File: config.mk
export PLATFORM = sky130hd
export DESIGN_NAME = kws_layer_sequencer
export DESIGN_NICKNAME = d
export VERILOG_FILES = /design/src/rtl/kws_layer_sequencer.sv
export SDC_FILE = /design/constraint.sdc
export NUM_CORES = 1
export LEC_CHECK = 0
export BUFFER_PORTS_ARGS = -buffer_cell sky130_fd_sc_hd__buf_4
export CAP_MARGIN = 20
export CORE_MARGIN = 2
export CORE_UTILIZATION = 54
export DETAILED_ROUTE_END_ITERATION = 8
export PLACE_DENSITY = 0.81
export SYNTH_ARGS = -nofsm -noshare
export SYNTH_HDL_FRONTEND = slang
export SYNTH_SLANG_ARGS = --single-unit
File: constraint.sdc
create_clock -name clk -period 3.05 [get_ports clk]
set_input_delay 0.1525 -clock clk [delete_from_list [all_inputs] [get_ports clk]]
set_output_delay 0.1525 -clock clk [all_outputs]
set_load 0.005 [all_outputs]
File: src/rtl/kws_layer_sequencer.sv
// Sequences NUM_LAYERS accelerator layers per MFCC feature vector and owns the shared PSRAM pad bus.
// Only the layer in LAUNCH/RUN may drive the pads; everything else sees an idle bus.
module kws_layer_sequencer #(
    parameter int NUM_LAYERS     = 6,
    parameter int LW             = 3,
    parameter int TIMEOUT_CYCLES = 1048576,
    parameter int TO_BITS        = 21,
    parameter int CNT_BITS       = 24
) (
    input  logic                    clk,
    input  logic                    rst_n,
    input  logic                    start,
    input  logic                    abort,
    input  logic                    cont_mode,
    input  logic [NUM_LAYERS-1:0]   bypass_mask,
    input  logic                    feat_valid,
    output logic [NUM_LAYERS-1:0]   layer_start,
    input  logic [NUM_LAYERS-1:0]   layer_done,
    input  logic [NUM_LAYERS-1:0]   lyr_psram_sck,
    input  logic [NUM_LAYERS-1:0]   lyr_psram_ce_n,
    input  logic [4*NUM_LAYERS-1:0] lyr_psram_douten,
    input  logic [4*NUM_LAYERS-1:0] lyr_psram_dout,
    output logic                    psram_sck,
    output logic                    psram_ce_n,
    output logic [3:0]              psram_douten,
    output logic [3:0]              psram_dout,
    output logic                    busy,
    output logic                    done,
    output logic                    error,
    output logic [LW-1:0]           err_layer,
    output logic [LW-1:0]           cur_layer,
    output logic [CNT_BITS-1:0]     run_cycles
);

    typedef enum logic [2:0] {
        S_IDLE, S_WAIT_FEAT, S_LAUNCH, S_RUN, S_NEXT, S_FINISH, S_ERROR
    } state_t;

    localparam logic [TO_BITS-1:0] WD_LAST = TO_BITS'(TIMEOUT_CYCLES - 1);

    state_t                state_q;
    logic [NUM_LAYERS-1:0] mask_q;
    logic                  cont_q;
    logic [LW-1:0]         cur_q;
    logic [LW-1:0]         err_layer_q;
    logic [TO_BITS-1:0]    wd_q;
    logic [CNT_BITS-1:0]   cnt_q;
    logic [CNT_BITS-1:0]   run_cycles_q;

    int   first_idx;
    int   next_idx;
    logic cur_done;

    // Lowest non-bypassed layer index >= from, or -1 when none remains.
    function automatic int find_from(input logic [NUM_LAYERS-1:0] m, input int from);
        int r;
        r = -1;
        for (int i = NUM_LAYERS - 1; i >= 0; i--) begin
            if (i >= from && !m[i]) r = i;
        end
        return r;
    endfunction

    function automatic logic [CNT_BITS-1:0] sat_inc(input logic [CNT_BITS-1:0] v);
        return (v == '1) ? v : v + 1'b1;
    endfunction

    always_comb begin
        first_idx = find_from(mask_q, 0);
        next_idx  = find_from(mask_q, int'(cur_q) + 1);
        cur_done  = 1'b0;
        for (int i = 0; i < NUM_LAYERS; i++) begin
            if (i == int'(cur_q)) cur_done = layer_done[i];
        end
    end

    always_ff @(posedge clk or negedge rst_n) begin
        if (!rst_n) begin
            state_q      <= S_IDLE;
            mask_q       <= '0;
            cont_q       <= 1'b0;
            cur_q        <= '0;
            err_layer_q  <= '0;
            wd_q         <= '0;
            cnt_q        <= '0;
            run_cycles_q <= '0;
        end else if (abort) begin
            state_q <= S_IDLE;
        end else begin
            case (state_q)
                S_IDLE, S_ERROR: begin
                    if (start) begin
                        state_q <= S_WAIT_FEAT;
                        mask_q  <= bypass_mask;
                        cont_q  <= cont_mode;
                    end
                end
                S_WAIT_FEAT: begin
                    if (feat_valid) begin
                        cnt_q <= '0;
                        if (first_idx < 0) begin
                            state_q <= S_FINISH;
                        end else begin
                            cur_q   <= LW'(first_idx);
                            state_q <= S_LAUNCH;
                        end
                    end
                end
                S_LAUNCH: begin
                    wd_q    <= '0;
                    cnt_q   <= sat_inc(cnt_q);
                    state_q <= S_RUN;
                end
                S_RUN: begin
                    cnt_q <= sat_inc(cnt_q);
                    // A done arriving on the last watchdog cycle still counts as success.
                    if (cur_done) begin
                        state_q <= S_NEXT;
                    end else if (wd_q == WD_LAST) begin
                        state_q     <= S_ERROR;
                        err_layer_q <= cur_q;
                    end else begin
                        wd_q <= wd_q + 1'b1;
                    end
                end
                S_NEXT: begin
                    cnt_q <= sat_inc(cnt_q);
                    if (next_idx < 0) begin
                        state_q <= S_FINISH;
                    end else begin
                        cur_q   <= LW'(next_idx);
                        state_q <= S_LAUNCH;
                    end
                end
                S_FINISH: begin
                    run_cycles_q <= cnt_q;
                    state_q      <= cont_q ? S_WAIT_FEAT : S_IDLE;
                end
                default: state_q <= S_IDLE;
            endcase
        end
    end

    // Abort suppresses the start/done pulses of the very cycle it is raised.
    always_comb begin
        layer_start = '0;
        if (state_q == S_LAUNCH && !abort) begin
            for (int i = 0; i < NUM_LAYERS; i++) begin
                if (i == int'(cur_q)) layer_start[i] = 1'b1;
            end
        end
    end

    always_comb begin
        psram_sck    = 1'b0;
        psram_ce_n   = 1'b1;
        psram_douten = 4'h0;
        psram_dout   = 4'h0;
        if (state_q == S_LAUNCH || state_q == S_RUN) begin
            for (int i = 0; i < NUM_LAYERS; i++) begin
                if (i == int'(cur_q)) begin
                    psram_sck    = lyr_psram_sck[i];
                    psram_ce_n   = lyr_psram_ce_n[i];
                    psram_douten = lyr_psram_douten[4*i +: 4];
                    psram_dout   = lyr_psram_dout[4*i +: 4];
                end
            end
        end
    end

    assign busy       = (state_q != S_IDLE) && (state_q != S_ERROR);
    assign error      = (state_q == S_ERROR);
    assign done       = (state_q == S_FINISH) && !abort;
    assign err_layer  = err_layer_q;
    assign cur_layer  = cur_q;
    assign run_cycles = run_cycles_q;

endmodule

==> results of run 1 <==
layout by cell type (no fill, tap or decap), types with 5 or more instances in the layout:
cell type	synthesis	routed
nand2_1	44	44
and3_1	11	11
ha_1	8	7
or3_1	20	20
o31ai_1	21	21
inv_1	14	14
nand3_1	29	29
nor2_1	58	58
clkbuf_8	0	9
mux2_2	34	34
o21ai_0	54	54
a31oi_1	6	6
nand2b_1	5	5
buf_4	2	140
nor3_1	9	7
or4_1	5	5
a21oi_1	37	37
nor2b_1	21	20
a221oi_1	20	20
nand4_1	8	8
dfrtp_1	85	83
state kept, by name (all words and copies together) (netlist names):
register	count
cnt_q	24
cont_q	1
cur_layer	3
err_layer	3
mask_q	6
run_cycles	24
state_q	3
wd_q	21
power by group through the flow:
stage                     logic [mW]  registers [mW]  clock network [mW]
after global routing            2.21            1.43               0.973
after detailed placement        1.94            1.42                   0
final                           1.98            1.40               0.926
after CTS                       1.95            1.40               0.941
after floorplan                 1.39            1.35                   0
after global placement          1.88            1.41                   0
worst paths after layout:
| check | startpoint | endpoint | slack [ps] | cells past startpoint |
|---|---|---|---|---|
| worst max-delay path | cur_layer[1] | psram_douten[2] | 190 | 10 |
| worst min-delay path | bypass_mask[2] | mask_q[2] | 20 | 2 |
| worst max register to register | cur_layer[0] | err_layer[0] | 400 | 8 |
| worst min register to register | err_layer[2] | err_layer[2] | 510 | 1 |
| max in group asynchronous | rst_n | cur_layer[0] | 2250 | 3 |
| min in group asynchronous | rst_n | wd_q[4] | 180 | 2 |
cell families after synthesis:
| logic type | Yosys count | share of synthesized area |
|---|---|---|
| AND/OR/NAND/NOR | 236 | 0.238 |
| flip-flops | 85 | 0.408 |
| multiplexers | 37 | 0.0791 |
| adder cells (fa/ha/maj) | 8 | 0.0192 |
| buffers and inverters | 49 | 0.0422 |
| AO/OA/AOI/OAI | 170 | 0.209 |
| XOR/XNOR | 3 | 0.00504 |
per-layer routing:
layer,track usage,vias to the layer above
met5,0,-
met4,0.0944,0
met3,0.0609,25
met2,0.450,223
met1,0.353,2435
li1,-,2425
metrics by stage:
stage               hold WS [ps]  setup WS [ps]
floorplan                   -143            199
global placement             355            539
detailed placement           362            373
CTS                         3.62           16.4
global route                12.4           9.62
finish                      18.9            190
timing repair:
item	4_1_cts	5_1_grt
hold buffers	2	1
setup endpoints to repair	0	10
hold endpoints to repair	2	13
resized for setup	0	5
area by class of cell:
cell class	count	area (sq um)
clock buffer	9	124
clock inverter	7	104
fill	710	2730
inverter	14	52.6
multi-input combinational	454	2890
sequential	85	2130
tap	129	161
timing repair buffer	146	1140
==> out/metrics.csv, run 1 <==
metric,value,unit
io_pins,127,
synth_top_area_share,0.408,
overflow,0,
numCtsBuffers,9,
p_sw,1.69,mW
ys_top_cells_by_count,"85 x dfrtp_1, 58 x nor2_1, 54 x o21ai_0",
setup.worst_path.class,reg -> out,
final_nets,796,
place.gp.congestion,0.976,
wl_per_cell,16.5,um
chipWidth,102,um
routed_wl,14.0,mm
post-cts-setup-buffer-count,0,
drtPass1Iterations,5,
wl_met1,5.83,mm
antenna_left,0,
viasPerCell,6.05,
cp_slowest_cell,dfrtp_2,
critPathBufInv,4,
combinationalPowerShare,0.460,
setup-tns-final,0,ps
row_count,35,
clock_latency,370,ps
yosys.cell_types.count,66,
arrival,2710,ps
finalPower,4.31,mW
core_area,9330,sq um
synth_edf_count,0,
clock.fmax,350,MHz
dr.max_layer_used,met4,
cts_tree,done,
min_period,2860,ps
cp_slowest_stage_delay,470,ps
grt_pass1_wl,23.0,mm
status,"finished, final reports clean",
clock-root-buffer,clkbuf_8,
initial_utilization,0.559,
cts_buffer_depth,2,
route.met3.wl,1.04,mm
drv_slew,0,
cp_top_family,compound AO/OA/AOI/OAI gates,
fin_area,6600,sq um
placed_cell_area,6300,sq um
setup_viol_count_final,0,
h-tree-depth,3,
ys.warnings.count,0,
end_kind,output pin,
grt_max_degree,86,
synth_fp_nets,674,
clockPowerShare,0.215,
peakVddDrop,356,uV
maxSlewHeadroom,0.585,
yosysTopAreaCell,dfrtp_1,
diodes,0,
area_growth,26.4,%
placed_cells,824,
num_vias,5108,
die_h,102,um
required,2900,ps
fin_cells,844,
worstHoldPathType,in -> reg,
tightest_slew,618,ps
routed-wl-met2,6.85,mm
yosysMostFrequentCell,dfrtp_1,
period_share,0.938,
fin_util,0.707,
grt_pass1_vias,4958,
cp-start-kind,register,
synthArstFlopShare,1.00,
synth_seq_area_share,0.408,
dp_hpwl,10.0,mm
power_leakage,2.97,nW
cts.clk_slew.worst_paths,90,ps
clkSinkCount,85,
rsz0062_at_grt,no,
syn_area,5220,sq um
synthTopCellsByArea,"dfrtp_1 41%, mux2_2 7.3%, o21ai_0 5.2%, nor2_1 4.2%, a21oi_1 3.5%",
synth_ff_type,dfrtp_1,
die_area,10500,sq um
antenna_found_initial,0,
ys_ff_latch,85,
sequentialPowerShare,0.325,
syn_inst,588,
grt_use_total,0.272,
worstPathMaxFanout,23,
skew,12.8,ps
hold_viol_final,0,
syn_area_per_cell,8.88,sq um
max_cap_viol_count,0,
worstPathCellList,"inv_1, ha_2, buf_6, nor2b_1, buf_4, a221oi_1, o31ai_1, a221oi_1, nor2_1, buf_4",
drtIter0Drc,240,
drc,0,
power.density,653,nW/um^2
port_buffers,126,
internal-power,2.62,mW
sw_frac_of_total,0.392,
drive_gt1_frac,0.295,
(Power assumes the default switching activity.)
==> inputs of run 2 (changes only) <==
Settings changed: CORE_MARGIN 2 to 10.
==> out/metrics.csv, run 2 (synthesis results as in run 1) <==
metric,value,unit
peakVddDrop,457,uV
num_vias,5160,
final_cell_mix,"140 x buf_4, 83 x dfrtp_1, 58 x nor2_1",
hold_viol_final,0,
rsz0062_at_grt,no,
reg2reg_from,cur_layer[0],
finalPower,4.26,mW
h-tree-depth,3,
viasPerCell,6.13,
die_area,14000,sq um
fin_cells,842,
clock_latency,350,ps
worstPathMaxFanout,14,
fin_util,0.704,
core_area,9330,sq um
drv_slew,0,
setup_viol_count_final,0,
finalWorstSetupSlack,251,ps
placed_cell_area,6280,sq um
arrival,2650,ps
numCtsBuffers,9,
period_share,0.918,
min_period,2800,ps
setup.worst_path.class,reg -> out,
worstHoldPathType,in -> reg,
power.density,649,nW/um^2
antenna_found_initial,0,
cts_buffer_depth,2,
setup-tns-final,0,ps
dp_hpwl,11.0,mm
io_pins,127,
maxSlewHeadroom,0.487,
port_buffers,126,
drc,0,
fill_cells,722,
cp_slowest_cell,dfrtp_2,
drive_gt1_frac,0.295,
routed_wl,15.1,mm
grt_pass1_vias,4953,
max_cap_viol_count,0,
tightest_slew,769,ps
clock-root-buffer,clkbuf_8,
status,"finished, final reports clean",
power_leakage,2.96,nW
place.gp.congestion,0.918,
diodes,0,
die_h,118,um
ff2ff_path_depth,8,
cp_slowest_stage_delay,470,ps
critPathBufInv,4,
cts.clk_slew.worst_paths,90,ps
fin_area,6570,sq um
cp_top_family,compound AO/OA/AOI/OAI gates,
cp-start-kind,register,
wl_per_cell,18.0,um
area_growth,25.8,%
required,2900,ps
end_kind,output pin,
final_nets,794,
clkSinkCount,85,
rrSetupSlack,260,ps
post-cts-setup-buffer-count,0,
grt_use_total,0.208,
chipWidth,118,um
final_common_cell,buf_4,
drtIter0Drc,481,
holdPathEnd,mask_q[4],
initial_utilization,0.559,
hold_path_depth,3,
drtPass1Iterations,5,
grt_pass1_wl,25.2,mm
worstPathCellList,"inv_1, ha_2, buf_4, nor2b_1, buf_4, a221oi_1, o31ai_1, a221oi_1, nor2_1, buf_4",
rr_endpoint,err_layer[2],
path_common_cell,buf_4,
dpl_worst_slack,274,ps
row_count,35,
hold_start,bypass_mask[4],
clock.fmax,357,MHz
antenna_left,0,
skew,14.6,ps
placed_cells,823,
grt_max_degree,86,
hold_ws,8.99,ps
cts_tree,done,
overflow,0,
-- run 2: cell types whose count changed in the layout (fill, tap and decap cells not counted), sizes merged --
cell         before  now
dlygate4sd3       3    2
clkinvlp          1    0
buf             143  142
clkbuf            9   11
bufinv            2    1
-- run 2: cell type report --
class	count	area, sq um	area share
clock buffers	11	151	0.0231
inverters	14	52.6	0.00800
flip-flops and latches	85	2130	0.324
multi-input cells	454	2900	0.441
well taps	129	161	0.0246
repair buffers	144	1110	0.169
clock inverters	5	63.8	0.00972
-- run 2: power breakdown --
group	total, mW	switching [mW]	internal (mW)
clock network	0.864	0.430	0.434
logic	2.00	1.10	0.899
registers	1.40	0.164	1.24
total	4.26	1.69	2.57
-- run 2: what timing repair did --
action	4_1_cts	5_1_grt
hold endpoints to repair	1	30
hold buffers	1	1
gates resized for setup	0	6
endpoints found under the setup margin	0	9
-- run 2: worst max path at each step --
stage | from | slack [ps] | endpoint | cells past startpoint
after floorplan | cur_layer[2] | 200 | cur_layer[0] | 10
after global placement | cur_layer[1] | 490 | psram_douten[2] | 10
after detailed placement | cur_layer[1] | 270 | err_layer[0] | 8
after CTS | cur_layer[1] | 10 | psram_douten[2] | 10
after global routing | cur_layer[1] | 50 | psram_sck | 10
final | cur_layer[0] | 250 | psram_douten[2] | 10
-- run 2: worst min-delay path, delay by kind of cell --
| kind | cells | cell delay [ps] |
|---|---|---|
| buffers and inverters | 1 | 70 |
| AO/OA/AOI/OAI | 1 | 60 |
| AND/OR/NAND/NOR | 1 | 30 |
-- run 2: routing by layer --
metal	vias up	part of all wire	global-route usage	wire (um)
met5	-	0	0	0
met4	0	0.013	0.0479	197
li1	2416	-	-	-
met2	203	0.49	0.348	7480
met3	16	0.066	0.0424	1000
met1	2525	0.43	0.270	6440
==> inputs of run 3 (changes only) <==
Settings changed: CORE_UTILIZATION 54 to 55, PLACE_DENSITY 0.81 to 0.82.
Clock period 3.05 ns to 3.6 ns, I/O delays scaled along.
==> out/metrics.csv, run 3 (synthesis results as in run 1) <==
metric,value,unit
status,"finished, final reports clean",
arrival,2940,ps
post-cts-setup-buffer-count,0,
cp_slowest_cell,ha_1,
sw_frac_of_total,0.399,
worstPathMaxFanout,19,
fin_util,0.702,
place.gp.congestion,0.866,
viasPerCell,6.13,
min_period,3120,ps
drc,0,
clock.fmax,320,MHz
drtIter0Drc,477,
grt_max_degree,86,
final_common_cell,buf_4,
clock_latency,370,ps
skew,11.2,ps
area_growth,24.3,%
h-tree-depth,3,
clockPowerShare,0.217,
drtPass1Iterations,5,
hold_ws,34.4,ps
row_count,35,
clkSinkCount,85,
fin_cells,833,
finalWorstSetupSlack,478,ps
overflow,0,
final_cell_mix,"133 x buf_4, 85 x dfrtp_1, 58 x nor2_1",
placed_cells,815,
power.density,553,nW/um^2
multiInputGateArea,2880,sq um
initial_utilization,0.565,
combinationalPowerShare,0.446,
dp_hpwl,10.8,mm
diodes,0,
maxSlewHeadroom,0.271,
internal-power,2.16,mW
power_leakage,2.92,nW
period_share,0.867,
wl_per_cell,17.7,um
dpl_worst_slack,524,ps
regArea,2130,sq um
worstHoldPathType,in -> reg,
setup-tns-final,0,ps
rsz0062_at_grt,no,
die_h,117,um
cp_slowest_stage_delay,580,ps
p_sw,1.43,mW
critPathBufInv,2,
drv_slew,0,
core_area,9240,sq um
die_area,13800,sq um
clock-root-buffer,clkbuf_8,
fill_cells,705,
peakVddDrop,326,uV
numCtsBuffers,9,
grt_pass1_vias,4901,
cts.clk_slew.worst_paths,90,ps
setup_viol_count_final,0,
cts_buffer_depth,2,
chipWidth,117,um
routed_wl,14.8,mm
final_nets,785,
antenna_found_initial,0,
grt_pass1_wl,24.5,mm
io_pins,127,
cp_top_family,simple AND/OR/NAND/NOR gates,
required,3420,ps
end_kind,output pin,
hold_viol_final,0,
cts_tree,done,
setup.worst_path.class,reg -> out,
cp-start-kind,register,
port_buffers,126,
num_vias,5105,
antenna_left,0,
tightest_slew,1090,ps
worstPathCellList,"inv_1, ha_1, nor2b_2, a221oi_1, a211oi_1, o21ai_0, o221ai_1, nand3_1, buf_4",
max_cap_viol_count,0,
grt_use_total,0.206,
drive_gt1_frac,0.283,
sequentialPowerShare,0.337,
[run 3: cell type report]
type | instances | area share
clock buffers | 9 | 0.0191
clock inverters | 7 | 0.0160
inverters | 14 | 0.00810
multi-input cells | 454 | 0.444
flip-flops and latches | 85 | 0.328
well taps | 129 | 0.0249
repair buffers | 135 | 0.160
[run 3: path summary, 6_finish.rpt]
kind | from | end | slack, ps | depth (start not counted)
max in group asynchronous | rst_n | run_cycles[17] | 2710 | 3
worst min-delay path | bypass_mask[3] | mask_q[3] | 30 | 3
min in group asynchronous | rst_n | run_cycles[0] | 270 | 2
worst max-delay path | cur_layer[1] | psram_ce_n | 480 | 9
worst max register to register | cur_layer[0] | wd_q[8] | 500 | 9
worst min register to register | run_cycles[10] | run_cycles[10] | 510 | 1
[run 3: metal layers]
layer,vias up,share of wire,track usage
met1,2476,0.42,0.255
li1,2401,-,-
met2,204,0.50,0.352
met3,24,0.062,0.0427
met4,0,0.015,0.0603
met5,-,0,0
[run 3: through the flow]
| step | area [sq um] | total power [mW] |
|---|---|---|
| floorplan | 5220 | 2.32 |
| global placement | 6220 | 2.72 |
| detailed placement | 6220 | 2.79 |
| CTS | 6450 | 3.58 |
| global route | 6490 | 3.83 |
| finish | 6490 | 3.59 |
[run 3: worst register-to-register path, cell delays in order (launching register included)]
cell	delay (ps)
dfrtp_1	480
inv_1	120
ha_1	610
nor2b_1	240
a2111oi_2	70
o2111ai_1	310
nand3_1	380
buf_4	310
or3_1	360
a21oi_1	160
[run 3: power by group through the flow]
stage / clock (mW) / sequential, mW / combinational (mW)
floorplan: 0 / 1.14 / 1.18
global placement: 0 / 1.21 / 1.51
detailed placement: 0 / 1.22 / 1.57
CTS: 0.792 / 1.20 / 1.58
global route: 0.835 / 1.23 / 1.77
finish: 0.777 / 1.21 / 1.60
[run 3: repair_timing]
action                     in CTS  in global routing
hold buffers                    0                  1
hold endpoints to repair        0                 27
setup endpoints to repair       0                  1
gates resized for setup         0                  1
